===== config.mk =====
export PLATFORM = sky130hd
export DESIGN_NAME = receptor_ps2_verificado
export DESIGN_NICKNAME = d
export VERILOG_FILES = /design/src/rtl/receptor_ps2_verificado.sv
export SDC_FILE = /design/constraint.sdc
export NUM_CORES = 1
export LEC_CHECK = 0
export BUFFER_PORTS_ARGS = -buffer_cell sky130_fd_sc_hd__buf_2
export CAP_MARGIN = 25
export CORE_MARGIN = 5
export CORE_UTILIZATION = 25
export CTS_CLUSTER_SIZE = 25
export DETAILED_ROUTE_END_ITERATION = 8
export GPL_TIMING_DRIVEN = 0
export HOLD_SLACK_MARGIN = 0.15
export SETUP_SLACK_MARGIN = 0.2
export SYNTH_ARGS = -nofsm -noshare
export SYNTH_HDL_FRONTEND = slang
export SYNTH_SLANG_ARGS = --single-unit

===== constraint.sdc =====
create_clock -name clk -period 6.1 [get_ports clk]
set_clock_uncertainty 0.05 [all_clocks]
set_input_delay 1.22 -clock clk [delete_from_list [all_inputs] [get_ports clk]]
set_output_delay 1.22 -clock clk [all_outputs]
set_load 0.03 [all_outputs]

===== src/rtl/receptor_ps2_verificado.sv =====
// PS/2 device-to-host receiver with clock deglitching, parity/stop checking
// and an inter-bit watchdog. Only verified frames reach dout.
// Ports:
//   clk          system clock, all logic on posedge
//   reset        asynchronous active-low reset
//   ps2data      raw PS/2 data line (asynchronous)
//   ps2clk       raw PS/2 clock line (asynchronous)
//   rx_en        allows a new frame to start
//   rx_done_tick one-cycle pulse, dout just loaded with a verified frame
//   parity_err   one-cycle pulse, frame had bad parity
//   frame_err    one-cycle pulse, bad stop bit or inter-bit timeout
//   dout         last verified frame {stop, parity, data[7:0], start}
module receptor_ps2_verificado #(
  parameter int unsigned FILTER_LEN  = 8,
  parameter int unsigned TIMEOUT_CYC = 10000
) (
  input  logic        clk,
  input  logic        reset,
  input  logic        ps2data,
  input  logic        ps2clk,
  input  logic        rx_en,
  output logic        rx_done_tick,
  output logic        parity_err,
  output logic        frame_err,
  output logic [10:0] dout
);

  localparam int unsigned WD_W = $clog2(TIMEOUT_CYC);

  typedef enum logic [1:0] {IDLE, SHIFT, CHECK} state_t;

  state_t                state;
  logic                  ps2clk_s1, ps2clk_s;
  logic                  ps2data_s1, ps2data_s;
  logic [FILTER_LEN-1:0] hist;
  logic [FILTER_LEN-1:0] hist_nxt;
  logic                  filt_clk, filt_clk_d;
  logic                  fall;
  logic [10:0]           sreg;
  logic [3:0]            n;
  logic [WD_W-1:0]       wd;

  assign hist_nxt = {hist[FILTER_LEN-2:0], ps2clk_s};
  assign fall     = filt_clk_d & ~filt_clk;

  // Two-flop synchronisers and ps2clk glitch filter. The filtered clock is
  // decided from the history including the sample being shifted in, so it
  // changes FILTER_LEN cycles after the synced clock settles.
  always_ff @(posedge clk or negedge reset) begin
    if (!reset) begin
      ps2clk_s1  <= 1'b1;
      ps2clk_s   <= 1'b1;
      ps2data_s1 <= 1'b1;
      ps2data_s  <= 1'b1;
      hist       <= '1;
      filt_clk   <= 1'b1;
      filt_clk_d <= 1'b1;
    end else begin
      ps2clk_s1  <= ps2clk;
      ps2clk_s   <= ps2clk_s1;
      ps2data_s1 <= ps2data;
      ps2data_s  <= ps2data_s1;
      hist       <= hist_nxt;
      if (&hist_nxt)
        filt_clk <= 1'b1;
      else if (~|hist_nxt)
        filt_clk <= 1'b0;
      filt_clk_d <= filt_clk;
    end
  end

  // Frame FSM: start detect, bit shifting with watchdog, final check.
  always_ff @(posedge clk or negedge reset) begin
    if (!reset) begin
      state        <= IDLE;
      sreg         <= '0;
      n            <= '0;
      wd           <= '0;
      dout         <= '0;
      rx_done_tick <= 1'b0;
      parity_err   <= 1'b0;
      frame_err    <= 1'b0;
    end else begin
      rx_done_tick <= 1'b0;
      parity_err   <= 1'b0;
      frame_err    <= 1'b0;
      case (state)
        IDLE: begin
          if (fall && rx_en && !ps2data_s) begin
            sreg  <= {ps2data_s, sreg[10:1]};
            n     <= 4'd9;
            wd    <= '0;
            state <= SHIFT;
          end
        end
        SHIFT: begin
          if (fall) begin
            sreg <= {ps2data_s, sreg[10:1]};
            wd   <= '0;
            if (n == 4'd0)
              state <= CHECK;
            else
              n <= n - 4'd1;
          end else if (wd == WD_W'(TIMEOUT_CYC - 1)) begin
            // Stalled frame: abort, watchdog holds at the abort value.
            frame_err <= 1'b1;
            state     <= IDLE;
          end else begin
            wd <= wd + WD_W'(1);
          end
        end
        CHECK: begin
          // Stop bit outranks parity; at most one tick per frame.
          if (!sreg[10])
            frame_err <= 1'b1;
          else if (!(^sreg[9:1]))
            parity_err <= 1'b1;
          else begin
            dout         <= sreg;
            rx_done_tick <= 1'b1;
          end
          state <= IDLE;
        end
        default: state <= IDLE;
      endcase
    end
  end

endmodule


==> results.ini, run 1 <==
[yosys]
ys.flop_type = dfrtp_1
synth_top_cells_by_count = nand2_1 (51), dfrtp_1 (45), dfstp_2 (13)
ys_top_cells_by_area = dfrtp_1 (44%), dfstp_2 (13%), nand2_1 (7.4%)
synth_fa_ha_area_share_pct = 2.908
synth_area_leader_cell = dfrtp_1
muxShareOfSynthArea_pct = 6.544
synth.distinct_cells = 43
seq_area_frac_synth_pct = 56.86
synth_top_area_share_pct = 43.63
synth_top_family_by_area = simple AND/OR/NAND/NOR gates
syn_area_per_cell_um2 = 11.17
synth_seq_cells = 58
yosysWarnings = 0
synth_compound_area_share_pct = 6.932
yosysMostFrequentCell = nand2_1
syn_nets = 242
synthSimpleGateAreaFrac_pct = 19.24
synth_cells = 231
synth_xor_area_share_pct = 5.284
synth-async-reset-ratio_pct = 100.0
synth_edf_count = 0
syn-cell-area_um2 = 2581

[sta]
rsz0062_at_grt = no
slew_violations = 0
setup-tns-final_ps = 0
setup_ws_ps = 3564
worst_slew_pin_slew_ps = 552.9
maxSlewHeadroom_pct = 62.75
clock.fmax_mhz = 394.4
period_needed_ps = 2536
fin_crit_sh_pct = 41.57
setup_viol = 0
hold_violations = 0

[power_and_ir_drop]
cellPowerDensity_nw_per_um2 = 407.7
p_leak_uw = 0.001470
vdd_drop_max_uv = 151.2

[cts]
cts_inserted_buffers = 9
cts.path.max_buffers = 2
cts_root_buf = clkbuf_8
path_clk_slew_ps = 60
htree_levels = 3
cts_sinks = 58
cts_tree = built
post_cts_buffers = 0
clkLatencyLatePin_ps = 330
cts-resized-gates = 0
cts-hold-fix-buffers = 0

[global_routing]
grt_pass1_vias = 1794
grt_start_max_net_pins = 41
grt_first_pass_wirelength_mm = 8.694
gr-total-overflow = 0
grt_usage_pct = 8.575
antenna_found_initial = 0

[critical_path]
crit_type = input pin to flop
slowest_stage = clkbuf_1
crit_top_cell = nand2_1
r2r_slack_ps = 3740
reg2reg_to = sreg[9]
critPathBufInv = 2
crit_required_ps = 6320
cp-start-kind = input pin
worstReg2RegStart = state[1]
path_depth = 7
ff2ff_path_depth = 8
cp-end-kind = flop
max_stage_delay_ps = 440
cp_top_family = simple AND/OR/NAND/NOR gates
cp_data_arrival_time_ps = 2750
crit_chain = buf_2, and4bb_1, mux2_4, nand2_1, clkbuf_1, nand2_1, nand2_1
critPathMaxFanout = 10

[route]
drtAntennaViolNets = 0
viasPerCell = 4.322
wl_mm = 4.818
drtIter0Drc = 113
post_drt_wl_per_cell_um = 12.01
route.detailed.drc = 0
drtPass1Iterations = 4
num_vias = 1733

[place]
hpwl_mm = 3.373
preCtsSetupSlack_ps = 3197
gp_congestion = 0.7458
dp_cells = 386
io_buffers = 18

[worst_hold_path]
hold_class = flop to flop
hp-start = ps2clk_s1
holdPathEnd = ps2clk_s
whs_path_depth = 0

[finish]
antenna_cells = 0
fin_nets = 272
layout.cells.non_filler = 401
area_growth_pct = 17.94
n_fill_cell = 1083
drive_gt1_share_pct = 23.77
fin_util_pct = 29.89

[floorplanning]
start_util_pct = 25.34
die-area_um2 = 12460
io_pins = 19
num_rows = 37
dieHeight_um = 111.6
die_w_um = 111.6
coreArea_um2 = 10180

[outcome]
status = finished clean

[flow_run]
max_cap_violations = 0

-- worst max-delay path by stage --
stage | start | to | slack, ps
2_1_floorplan | rx_en | wd[10] | 3470
3_3_place_gp | rx_en | wd[3] | 3210
3_5_place_dp | rx_en | sreg[8] | 3200
4_1_cts | rx_en | wd[3] | 3550
5_1_grt | state[1] | sreg[10] | 3410
6_report | rx_en | sreg[9] | 3560
-- routing by layer --
| layer | global-route usage, % | share of wire, % |
|---|---|---|
| met3 | 3.696 | 4.2 |
| met5 | 0 | 0 |
| met2 | 13.19 | 46 |
| met4 | 3.163 | 1.6 |
| met1 | 10.73 | 48 |
-- layout by cell type, fill, tap and decap left out, types with 2 or more instances in the layout --
cell type,netlist,layout
clkbuf_8,0,9
mux2_4,9,9
and4_1,2,2
xnor2_1,5,5
buf_2,1,19
or4_1,4,4
o2111ai_1,2,2
nor2_1,10,10
mux2_2,3,3
clkinv_2,0,2
xor2_1,8,8
o21a_1,2,2
o211ai_1,4,4
nand4_1,5,5
clkinvlp_4,0,2
nor4b_1,2,2
or3_1,2,2
nand3_1,5,5
dfrtp_1,45,45
dfstp_2,13,13
inv_1,7,7
and2_1,4,4
clkbuf_1,4,4
ha_1,6,6
and3_1,4,4
a21oi_1,4,4
nand2_1,51,51
nand3b_1,2,2
o21ai_0,10,10
-- layout make-up --
cell class / count / area (um^2) / area share [%]
flip-flops and latches: 58 / 1468 / 48.21
well taps: 136 / 170.2 / 5.590
inverters: 7 / 26.28 / 0.8631
multi-input cells: 160 / 1056 / 34.69
clock inverters: 6 / 58.81 / 1.932
plain buffers: 6 / 31.28 / 1.028
clock buffers: 9 / 123.9 / 4.069
repair buffers: 19 / 110.1 / 3.617
-- registers in the layout, summed over array words and instances, names as in the netlist, 2 cells and up --
register	count
hist	7
wd	14
sreg	11
n	4
dout	11
state	2
-- through the flow --
step	hold slack [ps]	total power, uW	instance area (um^2)
CTS	306.6	1264	3044
floorplan	295.2	818.5	2581
global placement	296.0	909.9	2841
detailed placement	296.8	923.5	2861
finish	305.6	1241	3044
global route	311.0	1346	3044
-- worst register-to-register path: cells and delay by family (launching register included) --
family	cells	cell delay, ps
buffers and inverters	3	860
AND/OR/NAND/NOR	4	820
flip-flops	1	400
adder cells (fa/ha/maj)	1	150
-- cell families after synthesis --
family,count (synthesis)
adder cells (fa/ha/maj),6
AO/OA/AOI/OAI,28
multiplexers,12
flip-flops,58
AND/OR/NAND/NOR,100
buffers and inverters,13
XOR/XNOR,14
-- where the power goes --
part,internal (uW),total (uW),leakage (uW),switching [uW]
logic,162,392,0.000637,230
clock network,183,331,0.0000885,148
registers,454,518,0.000745,63.5
No activity file was read; power rests on OpenSTA's default activity.
==> run 2, diff against run 1 <==
==> constraint.sdc (replaced) <==
create_clock -name clk -period 2.6 [get_ports clk]
set_clock_uncertainty 0.05 [all_clocks]
set_input_delay 0.52 -clock clk [delete_from_list [all_inputs] [get_ports clk]]
set_output_delay 0.52 -clock clk [all_outputs]
set_load 0.03 [all_outputs]
==> results.ini, run 2 (synthesis gave the netlist of run 1 again) <==
[sta]
setup-tns-final_ps = 0
rsz0062_at_grt = no
fin_crit_sh_pct = 83.27
maxSlewHeadroom_pct = 65.91
worst_slew_pin_slew_ps = 509.2
period_needed_ps = 2165
setup_viol = 0
hold_violations = 0
clock.fmax_mhz = 461.9
slew_violations = 0

[critical_path]
cp-start-kind = flop
critPathMaxFanout = 10
crit_chain = inv_1, ha_1, clkbuf_2, mux2_4, and2_0, clkbuf_1, or4_1, nand2_1
max_stage_delay_ps = 510
crit_required_ps = 2820
cp-end-kind = flop
slowest_stage = or4_1
crit_type = flop to flop
cp_data_arrival_time_ps = 2390

[finish]
area_growth_pct = 18.42
antenna_cells = 0
drive_gt1_share_pct = 24.44
top_regs = wd (14), dout (11), sreg (11)
layout_common_cells = nand2_1 (51), dfrtp_1 (45), buf_2 (19), dfstp_2 (13), nor2_1 (10)
final_common_cell = nand2_1
fin_nets = 273
largest_reg_flops = 14
max_flop_register = wd

[global_routing]
grt_pass1_vias = 1799
antenna_found_initial = 0
grt_first_pass_wirelength_mm = 8.707
gr-total-overflow = 0
grt_usage_pct = 8.586
grt_start_max_net_pins = 41

[floorplanning]
start_util_pct = 25.34
dieHeight_um = 111.6
die-area_um2 = 12460
die_w_um = 111.6
io_pins = 19
coreArea_um2 = 10180
num_rows = 37

[route]
drtIter0Drc = 126
wl_mm = 4.824
route.detailed.drc = 0
viasPerCell = 4.353
drtPass1Iterations = 4
drtAntennaViolNets = 0
num_vias = 1750
post_drt_wl_per_cell_um = 12.00

[power_and_ir_drop]
totalPowerFinal_uw = 2922
cellPowerDensity_nw_per_um2 = 955.9
vdd_drop_max_uv = 354.7
p_leak_uw = 0.001480

[flow_run]
max_cap_violations = 0

[cts]
cts_root_buf = clkbuf_8
clkLatencyLatePin_ps = 330
post_cts_buffers = 0
cts.path.max_buffers = 2
cts_tree = built
htree_levels = 3
cts_inserted_buffers = 9
path_clk_slew_ps = 70
cts_sinks = 58

[place]
io_buffers = 18
gp_congestion = 0.7458
hpwl_mm = 3.373

[outcome]
status = finished clean

[worst_hold_path]
hold_class = input pin to flop

run 2: cell types whose count changed in the layout (fill, tap and decap cells not counted):
cell,change
clkbuf_1,-2
o21ai_0,-1
o21ai_1,+1
clkbuf_2,+2
dlygate4sd3_1,+1
run 2: timing repair:
| item | in CTS | in global routing |
|---|---|---|
| endpoints found under the hold margin | 18 | 0 |
| hold buffers | 1 | 0 |
| resized for setup | 0 | 5 |
| endpoints found under the setup margin | 0 | 24 |
run 2: report_power, final:
group | leakage, uW | internal, uW | total, uW | switching, uW
Combinational | 0.000647 | 386 | 928 | 542
Clock | 0.0000885 | 430 | 779 | 349
Sequential | 0.000745 | 1070 | 1220 | 149
Total | 0.00148 | 1880 | 2920 | 1040
run 2: final cells by class:
type / instances / area (um^2)
well taps: 136 / 170.2
clock inverters: 6 / 58.81
repair buffers: 20 / 120.1
flip-flops and latches: 58 / 1468
multi-input cells: 160 / 1056
plain buffers: 6 / 33.78
inverters: 7 / 26.28
fillers: 1083 / 7128
clock buffers: 9 / 123.9
run 2: path summary, 6_finish.rpt:
path	from	end	slack (ps)	depth (start not counted)
min	ps2clk	ps2clk_s1	240	1
max in group asynchronous	reset	hist[1]	1260	3
max	state[1]	wd[10]	430	8
max reg2reg	state[1]	wd[10]	430	8
min reg2reg	ps2clk_s1	ps2clk_s	310	0
min in group asynchronous	reset	sreg[1]	610	2
run 2: routing by layer:
metal / wire length (um) / vias up / track usage, %
met2: 2231 / 31 / 13.19
met1: 2304 / 852 / 10.76
met3: 209 / 10 / 3.696
met4: 78 / 0 / 3.163
li1: - / 857 / -
met5: 0 / - / 0
run 2: stage by stage:
stage          instance area [um^2]  setup WS, ps  utilization, %  instances  hold slack, ps
6_report                       3057         434.9           30.01        402           235.9
5_1_grt                        3057         244.8           30.01        402           194.7
4_1_cts                        3054         206.2           29.99        402           213.7
3_5_place_dp                   2861         233.3           28.10        386           296.8
3_3_place_gp                   2841         276.4           27.90        385           296.0
2_1_floorplan                  2581         592.6               -        231           174.4
run 2: critical path, delay by kind of cell, from the launching register on:
family,cells,cell delay (ps)
and+or+nand+nor,3,750
adders and majority gates,1,180
DFF,1,380
muxes,1,350
buffers and inverters,3,390
==> run 3, diff against run 2 <==
==> constraint.sdc (replaced) <==
create_clock -name clk -period 2.2 [get_ports clk]
set_clock_uncertainty 0.05 [all_clocks]
set_input_delay 0.44 -clock clk [delete_from_list [all_inputs] [get_ports clk]]
set_output_delay 0.44 -clock clk [all_outputs]
set_load 0.03 [all_outputs]
==> results.ini, run 3 (synthesis gave the netlist of run 1 again) <==
[outcome]
status = finished clean

[power_and_ir_drop]
vdd_drop_max_uv = 412.4
p_leak_uw = 0.001638
cellPowerDensity_nw_per_um2 = 1186
totalPowerFinal_uw = 4005

[critical_path]
crit_type = flop to flop
crit_required_ps = 2370
cp-start-kind = flop
cp_data_arrival_time_ps = 2170
cp-end-kind = flop
critPathMaxFanout = 10

[floorplanning]
die-area_um2 = 12460
num_rows = 37
coreArea_um2 = 10180
io_pins = 19
die_w_um = 111.6
start_util_pct = 25.34
dieHeight_um = 111.6

[route]
num_vias = 1872
viasPerCell = 4.353
post_drt_wl_per_cell_um = 11.84
wl_mm = 5.092
drtIter0Drc = 119
route.detailed.drc = 0
drtAntennaViolNets = 0
drtPass1Iterations = 4

[cts]
htree_levels = 3
cts_tree = built
cts_root_buf = clkbuf_8
cts.path.max_buffers = 2
clkLatencyLatePin_ps = 340
path_clk_slew_ps = 70
cts_sinks = 58
cts_inserted_buffers = 9

[sta]
rsz0062_at_grt = yes
clock.fmax_mhz = 501.7
slew_violations = 0
maxSlewHeadroom_pct = 61.68
period_needed_ps = 1993
setup_viol = 0
hold_violations = 0
setup-tns-final_ps = 0
fin_crit_sh_pct = 90.60
worst_slew_pin_slew_ps = 574.7

[place]
hpwl_mm = 3.210
dp_cells = 386
io_buffers = 18
gp_congestion = 0.7231

[finish]
fin_nets = 300
regArea_um2 = 1470
multi_input_area_um2 = 1136
top_regs = wd (14), dout (11), sreg (11)
area_growth_pct = 30.78
layout.cells.non_filler = 430
antenna_cells = 0
n_fill_cell = 1038
largest_reg_flops = 14
drive_gt1_share_pct = 37.07
max_flop_register = wd
layout_common_cells = nand2_1 (49), dfrtp_1 (43), buf_4 (24), buf_2 (19), dfstp_2 (13)
final_common_cell = nand2_1

[flow_run]
max_cap_violations = 0

[global_routing]
grt_first_pass_wirelength_mm = 8.707
grt_usage_pct = 8.649
grt_start_max_net_pins = 35
grt_pass1_vias = 1842
antenna_found_initial = 0
gr-total-overflow = 0

[worst_hold_path]
hold_class = flop to flop

-- run 3: worst paths after layout --
check | slack, ps | to | start | cells after the start
worst min-delay path | 310 | ps2data_s | ps2data_s1 | 0
min in group asynchronous | 580 | dout[3] | reset | 2
max in group asynchronous | 870 | hist[6] | reset | 3
worst min register to register | 310 | ps2data_s | ps2data_s1 | 0
worst max-delay path | 210 | dout[9] | sreg[3] | 6
worst max register to register | 210 | dout[9] | sreg[3] | 6
-- run 3: through the flow --
step / hold WS [ps] / worst slack (ps) / utilization, % / area (um^2)
CTS: 307.4 / 193.9 / 31.56 / 3214
floorplan: 94.41 / 223.9 / - / 2582
detailed placement: 297.2 / -38.50 / 28.11 / 2863
global route: 311.3 / 155.4 / 33.15 / 3376
finish: 305.8 / 206.7 / 33.15 / 3376
global placement: 295.9 / 18.91 / 27.91 / 2843
-- run 3: critical path: stages (launching register included) --
cell     delay (ps)
dfrtp_1         420
xnor2_1         160
xnor3_1         440
xnor2_2         190
nand3_2         130
buf_6           180
mux2_4          300
-- run 3: area by class of cell --
type,count,area share (%)
Buffer,6,1.631
Clock buffer,11,3.892
Clock inverter,5,1.631
Inverter,7,0.7784
Multi-Input combinational cell,160,33.65
Sequential cell,58,43.55
Tap cell,136,5.041
Timing Repair Buffer,47,9.822
-- run 3: where the power goes --
group	leakage, uW	internal [uW]	switching (uW)
Combinational	0.000807	831	789
Clock	0.0000893	519	422
Sequential	0.000742	1260	182
Total	0.00164	2610	1390
-- run 3: layer usage --
metal | vias to the layer above | wire [um] | global-route usage [%] | share of wire, %
li1 | 918 | - | - | -
met3 | 12 | 243 | 3.098 | 4.8
met4 | 0 | 104 | 4.542 | 2.0
met1 | 904 | 2371 | 10.85 | 47
met2 | 38 | 2373 | 13.07 | 47
met5 | - | 0 | 0 | 0
-- run 3: timing repair --
action,in CTS,in global routing
endpoints found under the setup margin,34,22
pin swaps,3,10
buffers inserted,13,12
endpoints found under the hold margin,26,0
hold buffers,3,0
gates resized for setup,12,21
